===== config.mk =====
export PLATFORM = sky130hd
export DESIGN_NAME = regfile_mp
export DESIGN_NICKNAME = d
export VERILOG_FILES = /design/src/rtl/regfile_mp.sv
export SDC_FILE = /design/constraint.sdc
export NUM_CORES = 2
export LEC_CHECK = 0
export BUFFER_PORTS_ARGS = -buffer_cell sky130_fd_sc_hd__buf_2
export CORE_MARGIN = 4
export CORE_UTILIZATION = 48
export DETAILED_ROUTE_END_ITERATION = 16
export MAX_ROUTING_LAYER = met4
export PLACE_DENSITY_LB_ADDON = 0.1
export SYNTH_ARGS = -nofsm -noshare
export SYNTH_HDL_FRONTEND = slang
export SYNTH_SLANG_ARGS = --single-unit
export TNS_END_PERCENT = 20

===== constraint.sdc =====
create_clock -name clk -period 11.77 [get_ports clk]
set_input_delay 2.354 -clock clk [delete_from_list [all_inputs] [get_ports clk]]
set_output_delay 2.354 -clock clk [all_outputs]
set_load 0.02 [all_outputs]

===== src/rtl/regfile_mp.sv =====
// regfile_mp: 2-read / 2-write register file with a sequential clear engine.
// Optional same-cycle write-to-read forwarding is enabled by defining REGFILE_MP_BYPASS_EN.
module regfile_mp #(
  parameter int DATA_W   = 32,
  parameter int ADDR_W   = 5,
  parameter int ZERO_REG = 1
) (
  input  logic              clk,
  input  logic              reset,
  input  logic              clear_req,
  output logic              busy,
  input  logic              we0,
  input  logic [ADDR_W-1:0] waddr0,
  input  logic [DATA_W-1:0] wdata0,
  input  logic              we1,
  input  logic [ADDR_W-1:0] waddr1,
  input  logic [DATA_W-1:0] wdata1,
  input  logic [ADDR_W-1:0] raddr_a,
  output logic [DATA_W-1:0] rdata_a,
  input  logic [ADDR_W-1:0] raddr_b,
  output logic [DATA_W-1:0] rdata_b
);

  localparam int DEPTH = 1 << ADDR_W;

  typedef enum logic {
    IDLE  = 1'b0,
    CLEAR = 1'b1
  } state_t;

  state_t            state_q, state_d;
  logic [ADDR_W-1:0] clrIdx_q, clrIdx_d;
  logic [DATA_W-1:0] regs_q [DEPTH];

  logic              busyInt;
  logic              wrOk0, wrOk1;
  logic [ADDR_W-1:0] rAddr [2];
  logic [DATA_W-1:0] rData [2];

  assign busyInt = (state_q == CLEAR);
  assign busy    = busyInt;

  // A write is effective only in IDLE, out of reset, and never to a hardwired zero register
  assign wrOk0 = we0 && !reset && !busyInt && !((ZERO_REG != 0) && (waddr0 == '0));
  assign wrOk1 = we1 && !reset && !busyInt && !((ZERO_REG != 0) && (waddr1 == '0));

  always_comb begin
    state_d  = state_q;
    clrIdx_d = clrIdx_q;
    if (reset) begin
      state_d  = CLEAR;
      clrIdx_d = '0;
    end else begin
      case (state_q)
        CLEAR: begin
          clrIdx_d = clrIdx_q + 1'b1;
          if (clrIdx_q == {ADDR_W{1'b1}}) begin
            state_d = IDLE;
          end
        end
        default: begin
          if (clear_req) begin
            state_d  = CLEAR;
            clrIdx_d = '0;
          end
        end
      endcase
    end
  end

  always_ff @(posedge clk) begin
    state_q  <= state_d;
    clrIdx_q <= clrIdx_d;
  end

  // Port 1 is written last so it wins an address conflict with port 0
  always_ff @(posedge clk) begin
    if (!reset) begin
      if (busyInt) begin
        regs_q[clrIdx_q] <= '0;
      end else begin
        if (wrOk0) begin
          regs_q[waddr0] <= wdata0;
        end
        if (wrOk1) begin
          regs_q[waddr1] <= wdata1;
        end
      end
    end
  end

  assign rAddr[0] = raddr_a;
  assign rAddr[1] = raddr_b;

  always_comb begin
    for (int p = 0; p < 2; p++) begin
      rData[p] = regs_q[rAddr[p]];
`ifdef REGFILE_MP_BYPASS_EN
      if (wrOk1 && (waddr1 == rAddr[p])) begin
        rData[p] = wdata1;
      end else if (wrOk0 && (waddr0 == rAddr[p])) begin
        rData[p] = wdata0;
      end
`endif
      if (busyInt || ((ZERO_REG != 0) && (rAddr[p] == '0))) begin
        rData[p] = '0;
      end
    end
  end

  assign rdata_a = rData[0];
  assign rdata_b = rData[1];

endmodule


Yosys cells after proc, flatten, opt, wreduce, memory -nomap -nowiden
Memories as Yosys holds them, arrays and structs flattened.
Cells that the tools add are included.
{"block": "totals", "mem_bits_ro": 0, "input_bits": 89, "mem_count": 1, "latchBits": 0, "ramBits": 1024, "wordCells": 44, "regBits": 6, "output_inout_bits": 65}
{"block": "classes", "eq_ne": 1, "mux": 21, "addsub": 1, "n_reduce_logical": 18, "multipliers": 0, "order_cmp": 0, "shift": 0, "div_mod_pow": 0, "bitwise_logic": 0}
{"name": "regs_q", "depth": 32, "width": 32, "rd": 2, "rd_ports_with_merged_regs": 0, "write_ports": 2, "line": "33", "rtl": "logic [DATA_W-1:0] regs_q [DEPTH];"}
{"operator": "$mux W32", "n": 3}
{"operator": "$reduce_or A32 Y1", "n": 1}
{"operator": "$logic_not A5 Y1", "n": 4}
{"operator": "$mux W1", "n": 15}
{"operator": "$mux W5", "n": 3}
{"operator": "$logic_and A1 B1 Y1", "n": 6}
{"operator": "$add A5 B1 Y5 const B", "n": 1}
{"operator": "$eq A5 B5 Y1 const B", "n": 1}
{"operator": "$logic_not A1 Y1", "n": 4}
{"operator": "$logic_or A1 B1 Y1", "n": 2}
{"operator": "$reduce_bool A2 Y1", "n": 1}

Longest topological paths before layout
{"block": "depth", "depth_word": 10, "ltp_mapped": 8, "depth_no_buf": 5}

Worst setup path before layout
No wires, ideal clock.
{"block": "synth_timing", "path_type": "input to output", "from": "in raddr_b[0]", "to": "out rdata_b[15]", "t_required_ps": 9416, "path_stages": 6, "arrival_time_ps": 3947, "n_path_buf": 3, "path_slack_ps": 5469, "cell_sequence": "buf_2 -> buf_4 -> buf_2 -> mux4_2 -> a22oi_1 -> nand4_1"}
{"block": "synth_between", "elab_chain_cells": 3, "word_cells_on_any_way": 4, "classes_between": "1 x mux; 2 x reduce/logical; 1 x memory"}
{"element": "from (decl)", "line": "20", "rtl": "input logic [ADDR_W-1:0] raddr_b,"}
{"element": "parallel branches: the longest is 2 deep, another holds $mem_v2 Z32 W32"}
{"element": "$mux W32 *", "line": "105", "rtl": "if (busyInt || ((ZERO_REG != 0) && (rAddr[p] == '0))) begin"}
{"element": "to (decl)", "line": "21", "rtl": "output logic [DATA_W-1:0] rdata_b"}
Every way passes the cells marked *.

Worst setup path after layout
{"block": "layout_timing", "from": "in raddr_a[0]", "to": "out rdata_a[21]"}
{"block": "layout_between", "elab_chain_cells": 3, "word_cells_on_any_way": 4, "classes_between": "1 x mux; 2 x reduce/logical; 1 x memory"}
{"element": "from (decl)", "line": "18", "rtl": "input logic [ADDR_W-1:0] raddr_a,"}
{"element": "parallel branches: the longest is 2 deep, another holds $mem_v2 Z32 W32"}
{"element": "$mux W32 *", "line": "105"}
{"element": "to (decl)", "line": "19", "rtl": "output logic [DATA_W-1:0] rdata_a,"}
Marks and branches as above.

==> flow_metrics.tcl <==
set metrics [dict create \
    status "finished, final reports clean" \
    placed_cell_area_mm2 0.06091 \
    clock_sinks 1030 \
    required_ns 9.42 \
    fin_area_mm2 0.06455 \
    cts_resized 0 \
    worstSetupPathType "input pin to output pin" \
    worst_pin_slew_ns 1.441 \
    arrival_ns 5.68 \
    crit_family "buffers and inverters" \
    synth_edf_count 1024 \
    yosysWarnings 0 \
    nFillCells 10553 \
    fp.dieH_um 359.9 \
    ys_types 56 \
    gp_congestion 0.8725 \
    ys_ff_latch 1030 \
    hold_path.class "flop to flop" \
    cts_inserted_buffers 116 \
    fin_crit_ns 8.037 \
    p_leak_nw 23.84 \
    syn_area_per_cell_um2 11.10 \
    drv_cap 0 \
    clock_latency_ns 0.77 \
    cts_root_buffer "clkbuf_16" \
    cts.path.max_buffers 3 \
    ir_worst_vdd_mv 0.1283 \
    startpoint_type "input pin" \
    wl_per_cell_um 35.77 \
    fin_crit_sh_pct 68.28 \
    drc 0 \
    cts_setup_buffers 0 \
    slowest_stage "nor2_4" \
    rsz0062_at_grt "no" \
    dp.final_hpwl_um 130700 \
    clk_transition_reported_paths_ns 0.06 \
    antenna_found_initial 16 \
    cts_tree "done" \
    ys.flop_type "edfxtp_1" \
    async_flop_share_pct 0 \
    synth-seq-area-share_pct 51.93 \
    finalHoldViolCount 0 \
    finalSetupTns_ns 0 \
    skew_ns 0.01890 \
    grt_pass1_wl_um 338800 \
    grt.overflow.total 0 \
    path_buf_inv 4 \
    yosys-top-cells-area "edfxtp_1 (52%), mux4_2 (9.6%), mux2i_1 (8.7%)" \
    syn2layout_area_growth_pct 8.572 \
    grt_pass1_vias 44064 \
    synth_area_mm2 0.05945 \
    synthCells 5355 \
    crit_chain "clkbuf_8 > buf_4 > nor2_4 > buf_4 > a22oi_1 > a31oi_1 > nand4_1 > buf_2" \
    drtIter0Drc 7757 \
    dieWidth_um 359.9 \
    p_per_area_mw_per_mm2 125.6 \
    holdBufCountCts 0 \
    synth_commonest_cells "nand2_1 (1085), edfxtp_1 (1024), o21ai_0 (919)" \
    path_max_fanout 53 \
    netlist.area_leader.share_pct 51.72 \
    max_stage_delay_ns 0.71 \
    fmax_mhz 124.4 \
    syn_nets 5446 \
    core_area_mm2 0.1224 \
    synth.most_common_cell "nand2_1" \
    cp_common_cell "buf_4" \
    yosysTopAreaCell "edfxtp_1" \
    wl_um 245000 \
    finalSetupViolCount 0 \
    port_buffers 153 \
    via_per_inst 6.869 \
    pin_count 154 \
    final_util_pct 52.75 \
    grt_max_degree 82 \
    drive_above_1_share_pct 15.56 \
    vias 47058 \
    final_net_count 5207 \
    slew_headroom_pct 3.507 \
    cts.htree.levels 3 \
    dr.pass1.iters 6 \
    start_util_pct 48.59 \
    num_rows 128 \
    slew_violations 0 \
    grtUsageTotal_pct 37.96 \
    ant_nets 0 \
    end_kind "output pin" \
    dieArea_mm2 0.1295 \
]
power breakdown:
group | internal, mW | switching [mW] | total [mW] | leakage, nW
Clock | 1.98 | 1.60 | 3.58 | 1.77
Combinational | 0.181 | 0.349 | 0.529 | 11.1
Sequential | 3.99 | 0.00848 | 4.00 | 11.0
Total | 6.15 | 1.96 | 8.11 | 23.8
final timing paths:
| kind | start | depth (start not counted) | slack (ns) | end |
|---|---|---|---|---|
| worst max-delay path | raddr_a[0] | 8 | 3.73 | rdata_a[21] |
| worst min-delay path | clrIdx_q[2] | 2 | 0.60 | clrIdx_q[2] |
| worst max register to register | busy | 7 | 7.09 | regs_q[12][19] |
| worst min register to register | clrIdx_q[2] | 2 | 0.60 | clrIdx_q[2] |
flip-flops by register name, summed over array words and instances (netlist names):
register,flops
clrIdx_q,5
regs_q,1024
busy,1
cells by family (layout without fill, tap and decap cells):
| family | Yosys count | after routing | share of synthesized area [%] |
|---|---|---|---|
| mux | 771 | 771 | 18.33 |
| buf+inv | 687 | 545 | 5.666 |
| other cells | 0 | 13 | 0 |
| compound gates | 1439 | 1439 | 13.71 |
| simple gates | 1426 | 1426 | 10.33 |
| flops | 1030 | 1030 | 51.93 |
| fa+ha+maj | 2 | 2 | 0.04209 |
per-layer routing:
| layer | up-vias | global-route usage, % | share of wire [%] | wire length (um) |
|---|---|---|---|---|
| li1 | 19612 | - | - | - |
| met1 | 23061 | 48.86 | 36 | 88840 |
| met2 | 3587 | 56.82 | 45 | 110600 |
| met3 | 798 | 8.242 | 12 | 30410 |
| met4 | 0 | 19.64 | 6.2 | 15200 |
| met5 | - | - | 0 | 0 |
through the flow:
step / std cells / hold slack [ns] / setup WS (ns) / power (mW)
5_1_grt: 6850 / 0.6190 / 3.663 / 8.277
4_1_cts: 6838 / 0.5936 / 3.845 / 8.090
3_3_place_gp: 6623 / 0.5742 / 3.862 / 4.588
2_1_floorplan: 5355 / 0.5219 / 5.469 / 4.414
3_5_place_dp: 6623 / 0.5839 / 3.835 / 4.592
6_report: 6851 / 0.5970 / 3.733 / 8.109
worst min-delay path: stages, from the launching register on:
cell,delay [ns]
dfxtp_1,0.38
o21ai_0,0.10
a21oi_1,0.06
placed cells by master (no fill, tap or decap), types with 4 or more instances in the layout:
cell type,count
nor2_4,6
bufinv_16,8
nor4_4,5
nand2_1,1085
nor3_2,6
nor4_2,10
o21ai_0,919
mux2i_1,517
nand3_1,140
clkinv_2,25
a21oi_1,70
a31oi_1,32
o21ai_1,77
o21bai_4,31
mux4_2,254
dfxtp_1,5
diode_2,13
a22oi_1,258
nor2_1,9
buf_4,138
nor3_4,8
nor3b_4,4
buf_8,5
clkbuf_1,24
a22o_1,31
buf_2,147
inv_1,38
edfxtp_1,1024
nor2b_4,8
and3_1,33
clkinv_1,31
nor3_1,5
and2_2,6
nand2b_1,5
nand4_1,65
clkbuf_16,116
clkinvlp_4,4
layout make-up:
class | count | area, um^2 | area share [%]
Inverter | 38 | 142.6 | 0.2210
Sequential cell | 1030 | 30870 | 47.83
Clock inverter | 75 | 614.3 | 0.9518
Antenna cell | 13 | 32.53 | 0.05040
Clock buffer | 140 | 2993 | 4.637
Multi-Input combinational cell | 3638 | 25980 | 40.25
Tap cell | 1625 | 2033 | 3.150
Timing Repair Buffer | 292 | 1881 | 2.914
Power figures use the tool's default switching activity.
